==> config.mk <==
export PLATFORM = sky130hd
export DESIGN_NAME = belt_warn_ctrl
export DESIGN_NICKNAME = d
export VERILOG_FILES = /design/src/rtl/belt_pkg.sv /design/src/rtl/belt_debounce.sv /design/src/rtl/belt_warn_ctrl.sv
export SDC_FILE = /design/constraint.sdc
export NUM_CORES = 1
export LEC_CHECK = 0
export CORE_MARGIN = 2
export CORE_UTILIZATION = 40
export DETAILED_ROUTE_END_ITERATION = 8
export SETUP_SLACK_MARGIN = 0.4
export SKIP_LAST_GASP = 1
export SYNTH_ARGS = -nofsm -noshare
export SYNTH_HDL_FRONTEND = slang
export SYNTH_HIERARCHICAL = 1
export SYNTH_SLANG_ARGS = --single-unit
==> constraint.sdc <==
create_clock -name clk -period 5.7 [get_ports clk]
set_clock_uncertainty 0.15 [all_clocks]
set_input_delay 1.71 -clock clk [delete_from_list [all_inputs] [get_ports clk]]
set_output_delay 1.71 -clock clk [all_outputs]
set_load 0.01 [all_outputs]
==> src/rtl/belt_pkg.sv <==
// rtl/belt_pkg.sv - shared state codes and default timing for the seat-belt warning path
package belt_pkg;

  typedef enum logic [1:0] {
    ST_IDLE  = 2'd0,
    ST_GRACE = 2'd1,
    ST_CHIME = 2'd2,
    ST_LAMP  = 2'd3
  } belt_state_e;

  localparam int DEF_DEB_CYC    = 4;
  localparam int DEF_GRACE_CYC  = 1000;
  localparam int DEF_CHIME_CYC  = 5000;
  localparam int DEF_BLINK_HALF = 250;

  function automatic int max2(input int a, input int b);
    return (a > b) ? a : b;
  endfunction

endpackage

==> src/rtl/belt_debounce.sv <==
// rtl/belt_debounce.sv - two-flop synchroniser plus mismatch-count debounce for one switch
module belt_debounce
  import belt_pkg::*;
#(
  parameter int DEB_CYC = DEF_DEB_CYC
) (
  input  logic clk,
  input  logic rst,
  input  logic d_raw,
  output logic d_filt
);

  localparam int CW = $clog2(DEB_CYC) + 1;
  localparam logic [CW-1:0] CNT_LAST = CW'(DEB_CYC - 1);

  logic          sync1_q;
  logic          sync2_q;
  logic          filt_q;
  logic [CW-1:0] cnt_q;

  // Any cycle where the synced value agrees with the filter restarts the count.
  always_ff @(posedge clk or posedge rst) begin
    if (rst) begin
      sync1_q <= 1'b0;
      sync2_q <= 1'b0;
      filt_q  <= 1'b0;
      cnt_q   <= '0;
    end else begin
      sync1_q <= d_raw;
      sync2_q <= sync1_q;
      if (sync2_q != filt_q) begin
        if (cnt_q == CNT_LAST) begin
          filt_q <= sync2_q;
          cnt_q  <= '0;
        end else begin
          cnt_q <= cnt_q + 1'b1;
        end
      end else begin
        cnt_q <= '0;
      end
    end
  end

  assign d_filt = filt_q;

endmodule

==> src/rtl/belt_warn_ctrl.sv <==
// rtl/belt_warn_ctrl.sv - seat-belt warning sequencer: grace delay, blinking chime, steady lamp
module belt_warn_ctrl
  import belt_pkg::*;
#(
  parameter int DEB_CYC    = DEF_DEB_CYC,
  parameter int GRACE_CYC  = DEF_GRACE_CYC,
  parameter int CHIME_CYC  = DEF_CHIME_CYC,
  parameter int BLINK_HALF = DEF_BLINK_HALF
) (
  input  logic       clk,
  input  logic       rst,
  input  logic       key,
  input  logic       pass,
  input  logic       belt,
  output logic       chime,
  output logic       lamp,
  output logic [1:0] state_o
);

  localparam int TW = $clog2(max2(GRACE_CYC, CHIME_CYC)) + 1;
  localparam int BW = $clog2(BLINK_HALF) + 1;
  localparam logic [TW-1:0] GRACE_LAST = TW'(GRACE_CYC - 1);
  localparam logic [TW-1:0] CHIME_LAST = TW'(CHIME_CYC - 1);
  localparam logic [BW-1:0] BLINK_LAST = BW'(BLINK_HALF - 1);

  logic key_f, pass_f, belt_f, cond;

  belt_debounce #(.DEB_CYC(DEB_CYC)) u_deb_key  (.clk(clk), .rst(rst), .d_raw(key),  .d_filt(key_f));
  belt_debounce #(.DEB_CYC(DEB_CYC)) u_deb_pass (.clk(clk), .rst(rst), .d_raw(pass), .d_filt(pass_f));
  belt_debounce #(.DEB_CYC(DEB_CYC)) u_deb_belt (.clk(clk), .rst(rst), .d_raw(belt), .d_filt(belt_f));

  assign cond = key_f & pass_f & ~belt_f;

  belt_state_e   state_q, state_d;
  logic [TW-1:0] timer_q, timer_d;
  logic [BW-1:0] blink_q, blink_d;
  logic          chime_q, chime_d;
  logic          lamp_q, lamp_d;

  // A dropped condition wins over timer expiry, so every branch tests cond first.
  always_comb begin
    state_d = state_q;
    timer_d = timer_q;
    blink_d = blink_q;
    case (state_q)
      ST_IDLE: begin
        if (cond) begin
          state_d = ST_GRACE;
          timer_d = '0;
        end
      end
      ST_GRACE: begin
        if (!cond) begin
          state_d = ST_IDLE;
          timer_d = '0;
        end else if (timer_q == GRACE_LAST) begin
          state_d = ST_CHIME;
          timer_d = '0;
          blink_d = '0;
        end else begin
          timer_d = timer_q + 1'b1;
        end
      end
      ST_CHIME: begin
        if (!cond) begin
          state_d = ST_IDLE;
          timer_d = '0;
        end else if (timer_q == CHIME_LAST) begin
          state_d = ST_LAMP;
          timer_d = '0;
        end else begin
          timer_d = timer_q + 1'b1;
          blink_d = (blink_q == BLINK_LAST) ? '0 : blink_q + 1'b1;
        end
      end
      ST_LAMP: begin
        if (!cond) begin
          state_d = ST_IDLE;
        end
      end
      default: begin
        state_d = ST_IDLE;
        timer_d = '0;
      end
    endcase
  end

  always_comb begin
    chime_d = (state_d == ST_CHIME);
    lamp_d  = 1'b0;
    case (state_d)
      ST_CHIME: begin
        if (state_q != ST_CHIME) begin
          lamp_d = 1'b1;
        end else begin
          lamp_d = (blink_q == BLINK_LAST) ? ~lamp_q : lamp_q;
        end
      end
      ST_LAMP: lamp_d = 1'b1;
      default: lamp_d = 1'b0;
    endcase
  end

  always_ff @(posedge clk or posedge rst) begin
    if (rst) begin
      state_q <= ST_IDLE;
      timer_q <= '0;
      blink_q <= '0;
      chime_q <= 1'b0;
      lamp_q  <= 1'b0;
    end else begin
      state_q <= state_d;
      timer_q <= timer_d;
      blink_q <= blink_d;
      chime_q <= chime_d;
      lamp_q  <= lamp_d;
    end
  end

  assign chime   = chime_q;
  assign lamp    = lamp_q;
  assign state_o = state_q;

endmodule

==> results_dict.tcl <==
set metrics [dict create \
    status "completed" \
    crit_path_top_delay_cell "clkdlybuf4s50_1" \
    grt_use_total 0.149 \
    synth_flop_cell "dfrtp_1" \
    report.final.slew_viol_count 0 \
    slew_headroom 0.277 \
    critical_path.cell_chain "clkdlybuf4s50_1" \
    min_path_type "reg2reg" \
    drt_iter0_markers 114 \
    numCtsBuffers 5 \
    finalSetupTns_ns 0 \
    crit_buf_inv 1 \
    num_vias 1683 \
    routed_wl_um 4250 \
    drive_gt1_frac 0.0936 \
    synth_cell_types 46 \
    synthArstFlopShare 1.00 \
    p_leak_nw 1.09 \
    reg2regPathDepth 7 \
    insertion_delay_ns 0.29 \
    gp_congestion 0.797 \
    die_x_um 80.7 \
    p_per_area_nw_per_um2 287 \
    period_needed_ns 3.19 \
    cts_resized 0 \
    area_growth_pct 9.62 \
    rows 27 \
    hold_buffers 0 \
    io_pins 9 \
    max_cap_viol_count 0 \
    required_ns 3.84 \
    rsz0062_at_grt "false" \
    start_util 0.420 \
    layout_commonest_cell "dfrtp_1" \
    nets 251 \
    syn_nets 241 \
    post_cts.repair.setup_buffers 0 \
    numPortBuffers 8 \
    grt_antenna_before_repair 0 \
    start_kind "flop" \
    cts_tree "yes" \
    fin_total_pwr_w 0.000741 \
    end_kind "output port" \
    min_period_over_period 0.560 \
    vias_per_cell 5.48 \
    setup_viol 0 \
    grt_pass1_vias 1574 \
    final_cell_mix "45 x dfrtp_1, 18 x nand2_1, 16 x nor2_1" \
    synthCells 224 \
    drtPass1Iterations 4 \
    fmax_mhz 314 \
    antennaDiodeCount 0 \
    synth-edff-count 0 \
    criticalPathCategory "reg2out" \
    worstMarginPinSlew_ns 1.08 \
    ys_seq_area_frac 0.478 \
    syn_area_per_cell_um2 10.5 \
    dp_hpwl_um 3060 \
    ys_warn_count 6 \
    grt_pass1_wl_um 7520 \
    avgRoutedWirePerCell_um 13.9 \
    crit_path_max_fanout 6 \
    hold_depth 0 \
    arrival_ns 1.33 \
    worst_ir_drop_vdd_v 0.000165 \
    cp_slowest_stage_delay_ns 0.59 \
    clock_path_buffers 2 \
    path_clk_slew_ns 0.08 \
    syn_area_um2 2350 \
    gr-total-overflow 0 \
    clock_sinks 45 \
    r2r_setup_slack_ns 2.89 \
    clockRootBuffer "clkbuf_8" \
    core_um2 5610 \
    ant_nets 0 \
    die_h_um 80.7 \
    crit_cells 1 \
    synth_seq_cells 45 \
    die_area_um2 6520 \
    grt_max_degree 28 \
    h-tree-depth 2 \
    hold_viol_final 0 \
    drc 0 \
    cpLargestDelayFamily "buffers and inverters" \
]
==> cell families after synthesis <==
| kind of cell | synth area share |
|---|---|
| DFF | 0.478 |
| and+or+nand+nor | 0.210 |
| AOI/OAI and AO/OA | 0.182 |
| adders and majority gates | 0.0680 |
| buffers and inverters | 0.0287 |
| xor gates and xnor gates | 0.0186 |
| muxes | 0.0143 |
==> path summary, 6_finish.rpt <==
check                                             from                           end
max in group asynchronous                          rst        timer_q[0]$_DFFE_PP0P_
max                               state_o[0]$_DFF_PP0_                    state_o[0]
max reg2reg                       state_o[0]$_DFF_PP0_        blink_q[2]$_DFFE_PP0P_
min                        u_deb_key/sync1_q$_DFF_PP0_   u_deb_key/sync2_q$_DFF_PP0_
min in group asynchronous                          rst  u_deb_pass/sync1_q$_DFF_PP0_
min reg2reg                u_deb_key/sync1_q$_DFF_PP0_   u_deb_key/sync2_q$_DFF_PP0_
==> through the flow <==
step | setup WS [ns] | utilization | cell area, µm² | std cells | hold slack, ns
global placement | 2.40 | 0.446 | 2500 | 299 | 0.184
finish | 2.51 | 0.460 | 2580 | 307 | 0.203
floorplan | 3.25 | - | 2350 | 224 | 0.181
global route | 2.42 | 0.460 | 2580 | 307 | 0.222
CTS | 2.49 | 0.460 | 2580 | 307 | 0.207
detailed placement | 2.38 | 0.446 | 2500 | 299 | 0.188
==> synthesized netlist by cell type, types with 6 or more instances <==
master,instances,area share
a21oi_1,10,0.021
dfrtp_1,45,0.48
ha_1,12,0.064
inv_1,11,0.018
nand2_1,18,0.029
nand3_1,10,0.021
nor2_1,16,0.026
nor3_1,7,0.015
nor3b_1,6,0.019
o21ai_0,15,0.032
==> per-layer routing <==
layer / track usage / part of all wire
met5: 0 / 0
met4: 0.0559 / 0.022
met3: 0.0292 / 0.027
met2: 0.232 / 0.45
met1: 0.206 / 0.50
==> report_power, final <==
part / total (W) / leakage [nW] / switching (W) / internal, W
registers: 0.000376 / 0.602 / 0.0000244 / 0.000352
logic: 0.000176 / 0.441 / 0.0000971 / 0.0000793
clock network: 0.000189 / 0.0450 / 0.000104 / 0.0000851
total: 0.000741 / 1.09 / 0.000225 / 0.000516
==> registers in the layout (all words and copies together), names as in the netlist, 2 cells and up <==
name              cells
timer_q              14
blink_q               9
state_o               2
u_deb_pass/cnt_q      3
u_deb_key/cnt_q       3
u_deb_belt/cnt_q      3
==> area by class of cell <==
class                      count  area, µm²
clock buffer                   6       72.6
clock inverter                 2       10.0
fill                         550       3030
inverter                      11       41.3
multi-input combinational    163       1160
sequential                    45       1130
tap                           72       90.1
timing repair buffer           8       80.1
Power figures use the tool's default switching activity.
==> patch 1: new RTL, same flow settings <==
Make the reset (`rst`) synchronous in 2 clocked blocks.
--- a/src/rtl/belt_debounce.sv
+++ b/src/rtl/belt_debounce.sv
@@ -21,3 +21,3 @@
   // Any cycle where the synced value agrees with the filter restarts the count.
-  always_ff @(posedge clk or posedge rst) begin
+  always_ff @(posedge clk) begin
     if (rst) begin
--- a/src/rtl/belt_warn_ctrl.sv
+++ b/src/rtl/belt_warn_ctrl.sv
@@ -103,3 +103,3 @@
 
-  always_ff @(posedge clk or posedge rst) begin
+  always_ff @(posedge clk) begin
     if (rst) begin
Behaviour: differs if rst is asserted again (counterexample within 10 cycles, from zero or initial values and one cycle with rst high); with rst held inactive, the same outputs for 10 cycles.
==> patch 1 against the unedited design <==
- routed wire length fell by 7.1%
- design area decreased by 5.4%
- cell count is 2.3% higher
- setup slack lost 540 ps
- register-to-register slack is essentially flat
- count of clock-buffer cells in the layout unchanged
- non-clock buffer count increased by 1
- synthesized area decreased by 7.2%
- sequential cell count did not move
- critical endpoint is now blink_q[8]$_SDFFE_PP0P_
Power is not compared: it rests on default switching activity, and its combinational part moved more than twofold at a synthesized area within 25%.
==> patch 1: results (changes against the unedited design) <==
WHS Path Cells 1 (was 0); met2 GRT Util 21.72% (was 23.17%); status complete, no violations (unchanged); syn_nets 253 (was 241); final net count 263 (was 251); slew margin rel. 23.04% (was 27.72%); post-synthesis xor/xnor area fraction 6.010% (was 1.860%); sequential cell area 900.9 um^2 (was 1126 um^2); Synth Area in Compound Gates 13.68% (was 18.17%); part of the Yosys area used for sequential elements 41.21% (was 47.82%); Filler cells 534 (was 550); M3 GR Usage 3.721% (was 2.921%); crit-path max cell delay 750 ps (was 590 ps); synth cell count leaders dfxtp_1 (45), nor2_1 (25), ha_1 (15) (was dfrtp_1 (45), nand2_1 (18), nor2_1 (16)); RD Place Congestion 0.8064 (was 0.7966); layout cells sized above 1 7.787% (was 9.362%); ys async rst share 0% (was 100.0%); hpwl dp 2749 um (was 3055 um); GRT Resource Usage Total 14.60% (was 14.89%); Post-Route WL 3951 um (was 4254 um); GR met1 Demand/Resource 19.45% (was 20.62%); vias 1645 (was 1683); first-pass GRT wire length 7058 um (was 7521 um); first-iteration detailed-routing DRC count 58 (was 114); Cell Area, Placed 2330 um^2 (was 2499 um^2); top cells by area, synth dfxtp_1 (41%), ha_1 (8.6%), nor2_1 (4.3%) (was dfrtp_1 (48%), ha_1 (6.4%), o21ai_0 (3.2%)); CP max stage cell or4b_1 (was clkdlybuf4s50_1); CP arrival 3790 ps (was 1330 ps); VDD IR max 144.7 uV; depth of the most critical reg-to-reg path 5 (was 7); FP Rows 26 (was 27); worst-path fanout max 31 (was 6)
-- patch 1: per-stage QoR --
stage               worst slack (ps)  total power, mW  instances  hold WS (ps)  utilization (%)
finish                          1970           0.5743        314         278.9            46.90
global route                    1795           0.5982        314         312.5            46.90
global placement                1713           0.3376        306         269.3            44.76
detailed placement              1661           0.3380        306         271.9            44.76
CTS                             1966           0.5807        314         284.4            46.90
floorplan                       2557           0.3309        233         253.7                -
-- patch 1: final cells by class --
type,instances,area share (%)
Multi-Input combinational cell,170,49.51
Sequential cell,45,36.90
Timing Repair Buffer,9,3.588
Tap cell,70,3.588
Clock buffer,6,2.973
Inverter,12,1.845
Clock inverter,2,1.589
-- patch 1: final timing paths --
kind                                                       to                     startpoint  slack [ps]
worst max register to register       timer_q[12]$_SDFFE_PP0P_        timer_q[3]$_SDFFE_PP0P_        2890
worst min-delay path            u_deb_key/cnt_q[0]$_SDFF_PP0_  u_deb_key/cnt_q[0]$_SDFF_PP0_         280
worst max-delay path                  blink_q[8]$_SDFFE_PP0P_                            rst        1970
worst min register to register  u_deb_key/cnt_q[0]$_SDFF_PP0_  u_deb_key/cnt_q[0]$_SDFF_PP0_         280
-- patch 1: routing by layer --
layer	vias to the layer above	wire (um)	share of wire (%)
met2	20	1703	43
met5	-	0	0
met3	7	123	3.1
met4	0	79	2.0
met1	760	2044	52
li1	858	-	-
-- patch 1: power groups by stage --
| stage | clock, mW | sequential (mW) | combinational, mW |
|---|---|---|---|
| floorplan | 0 | 0.325 | 0.00599 |
| global placement | 0 | 0.325 | 0.0124 |
| detailed placement | 0 | 0.325 | 0.0128 |
| CTS | 0.250 | 0.318 | 0.0128 |
| global route | 0.266 | 0.318 | 0.0140 |
| finish | 0.244 | 0.318 | 0.0124 |
-- patch 1: worst register-to-register path, stage by stage, from the launching register on --
cell and delay [ps]:
dfxtp_1 390, or4b_4 610, o41ai_4 480, a211oi_1 210, o21bai_1 700, nor2_1 130
-- patch 1: logic make-up after synthesis --
logic type	after synthesis
buffers and inverters	18
AOI/OAI and AO/OA	41
and+or+nand+nor	96
xor gates and xnor gates	15
muxes	3
adders and majority gates	15
DFF	45
==> patch 2: new RTL, same settings <==
Without the edit above. `DEF_BLINK_HALF`: 250 -> 500.
--- a/src/rtl/belt_pkg.sv
+++ b/src/rtl/belt_pkg.sv
@@ -13,3 +13,3 @@
   localparam int DEF_CHIME_CYC  = 5000;
-  localparam int DEF_BLINK_HALF = 250;
+  localparam int DEF_BLINK_HALF = 500;
 
Behaviour: no difference found for any inputs over 10 cycles, from zero or initial values and one cycle with rst high; that may be too few to reach the edited logic, so the function may still have changed.
==> patch 2 against the unedited design <==
- setup slack better by 29 ps
- critical path depth unchanged
- total power grew 1.0%
- synthesized area grew 0.53%
- routed wire length is 1.1% lower
- sequential cell count up 1
- sequential share of layout area rose by 0.63 points
- design area up 0.78%
==> patch 2: results (changes against the unedited design) <==
status complete, no violations (unchanged); vias in the first global route 1649 (was 1574); R2R Path End blink_q[3]$_DFFE_PP0P_ (was blink_q[2]$_DFFE_PP0P_); post-synthesis cell type count 44 (was 46); Pleak 1.111 nW (was 1.087 nW); Filler cells 583 (was 550); Hold Crit Start u_deb_belt/sync1_q$_DFF_PP0_ (was u_deb_key/sync1_q$_DFF_PP0_); RD Place Congestion 0.7907 (was 0.7966); mux contribution to synthesized area 2.273% (was 1.435%); hpwl dp 2928 um (was 3055 um); GRT Resource Usage Total 14.74% (was 14.89%); Synth Area in Compound Gates 12.47% (was 18.17%); first-iteration detailed-routing DRC count 103 (was 114); crit-path max cell delay 570 ps (was 590 ps); Synth Area in Adders 5.814% (was 6.801%); M3 GR Usage 3.667% (was 2.921%); Post-Route WL 4208 um (was 4254 um); FF-to-FF setup slack 2750 ps (was 2890 ps); VDD IR max 142.3 uV (was 165.3 uV); Hold WS 208.9 ps (was 203.2 ps); GR met1 Demand/Resource 20.58% (was 20.62%); top cells by area, synth dfrtp_1 (49%), ha_1 (5.8%), nor2_1 (4.1%) (was dfrtp_1 (48%), ha_1 (6.4%), o21ai_0 (3.2%)); slew margin rel. 29.70% (was 27.72%); syn_nets 242 (was 241); met2 GRT Util 21.65% (was 23.17%); post-synthesis xor/xnor area fraction 5.180% (was 1.860%)
## patch 2: how the worst max path moves through the flow
stage	from	endpoint	slack [ps]	depth (start not counted)
finish	state_o[1]$_DFF_PP0_	state_o[1]	2540	1
global route	state_o[1]$_DFF_PP0_	state_o[1]	2450	1
CTS	state_o[1]$_DFF_PP0_	state_o[1]	2510	1
detailed placement	rst	timer_q[0]$_DFFE_PP0P_	2420	2
global placement	rst	state_o[1]$_DFF_PP0_	2440	2
floorplan	rst	blink_q[0]$_DFFE_PP0P_	3260	1
## patch 2: metal layers
layer	vias to the layer above	wire length (um)
li1	821	-
met1	784	2174
met2	17	1843
met3	7	122
met4	0	66
met5	-	0
## patch 2: layout make-up
class	count	area [um^2]	share of cell area, %
sequential	46	1151	44.25
clock inverter	3	25.02	0.9620
tap	75	93.84	3.608
inverter	14	52.55	2.020
clock buffer	5	68.82	2.646
timing repair buffer	8	80.08	3.078
multi-input combinational	159	1130	43.43
## patch 2: logic make-up (layout without fill, tap and decap cells)
logic type | count (synthesis) | count (layout)
simple gates | 92 | 92
flops | 46 | 46
compound gates | 37 | 37
buf+inv | 21 | 30
xor+xnor | 14 | 14
fa+ha+maj | 11 | 11
mux | 5 | 5
## patch 2: power breakdown
| group | switching, mW | leakage, nW | internal [mW] |
|---|---|---|---|
| clock | 0.118 | 0.0447 | 0.0886 |
| combinational | 0.0896 | 0.451 | 0.0694 |
| sequential | 0.0234 | 0.616 | 0.360 |
## patch 2: per-stage QoR
| step | util, % | cell area (um^2) | power [mW] | std cells | setup slack, ps |
|---|---|---|---|---|---|
| finish | 44.73 | 2601 | 0.7492 | 310 | 2539 |
| global route | 44.73 | 2601 | 0.8021 | 310 | 2452 |
| CTS | 44.73 | 2601 | 0.7626 | 310 | 2514 |
| detailed placement | 43.12 | 2507 | 0.5526 | 302 | 2418 |
| global placement | 43.12 | 2507 | 0.5471 | 302 | 2440 |
| floorplan | - | 2367 | 0.5119 | 226 | 3263 |
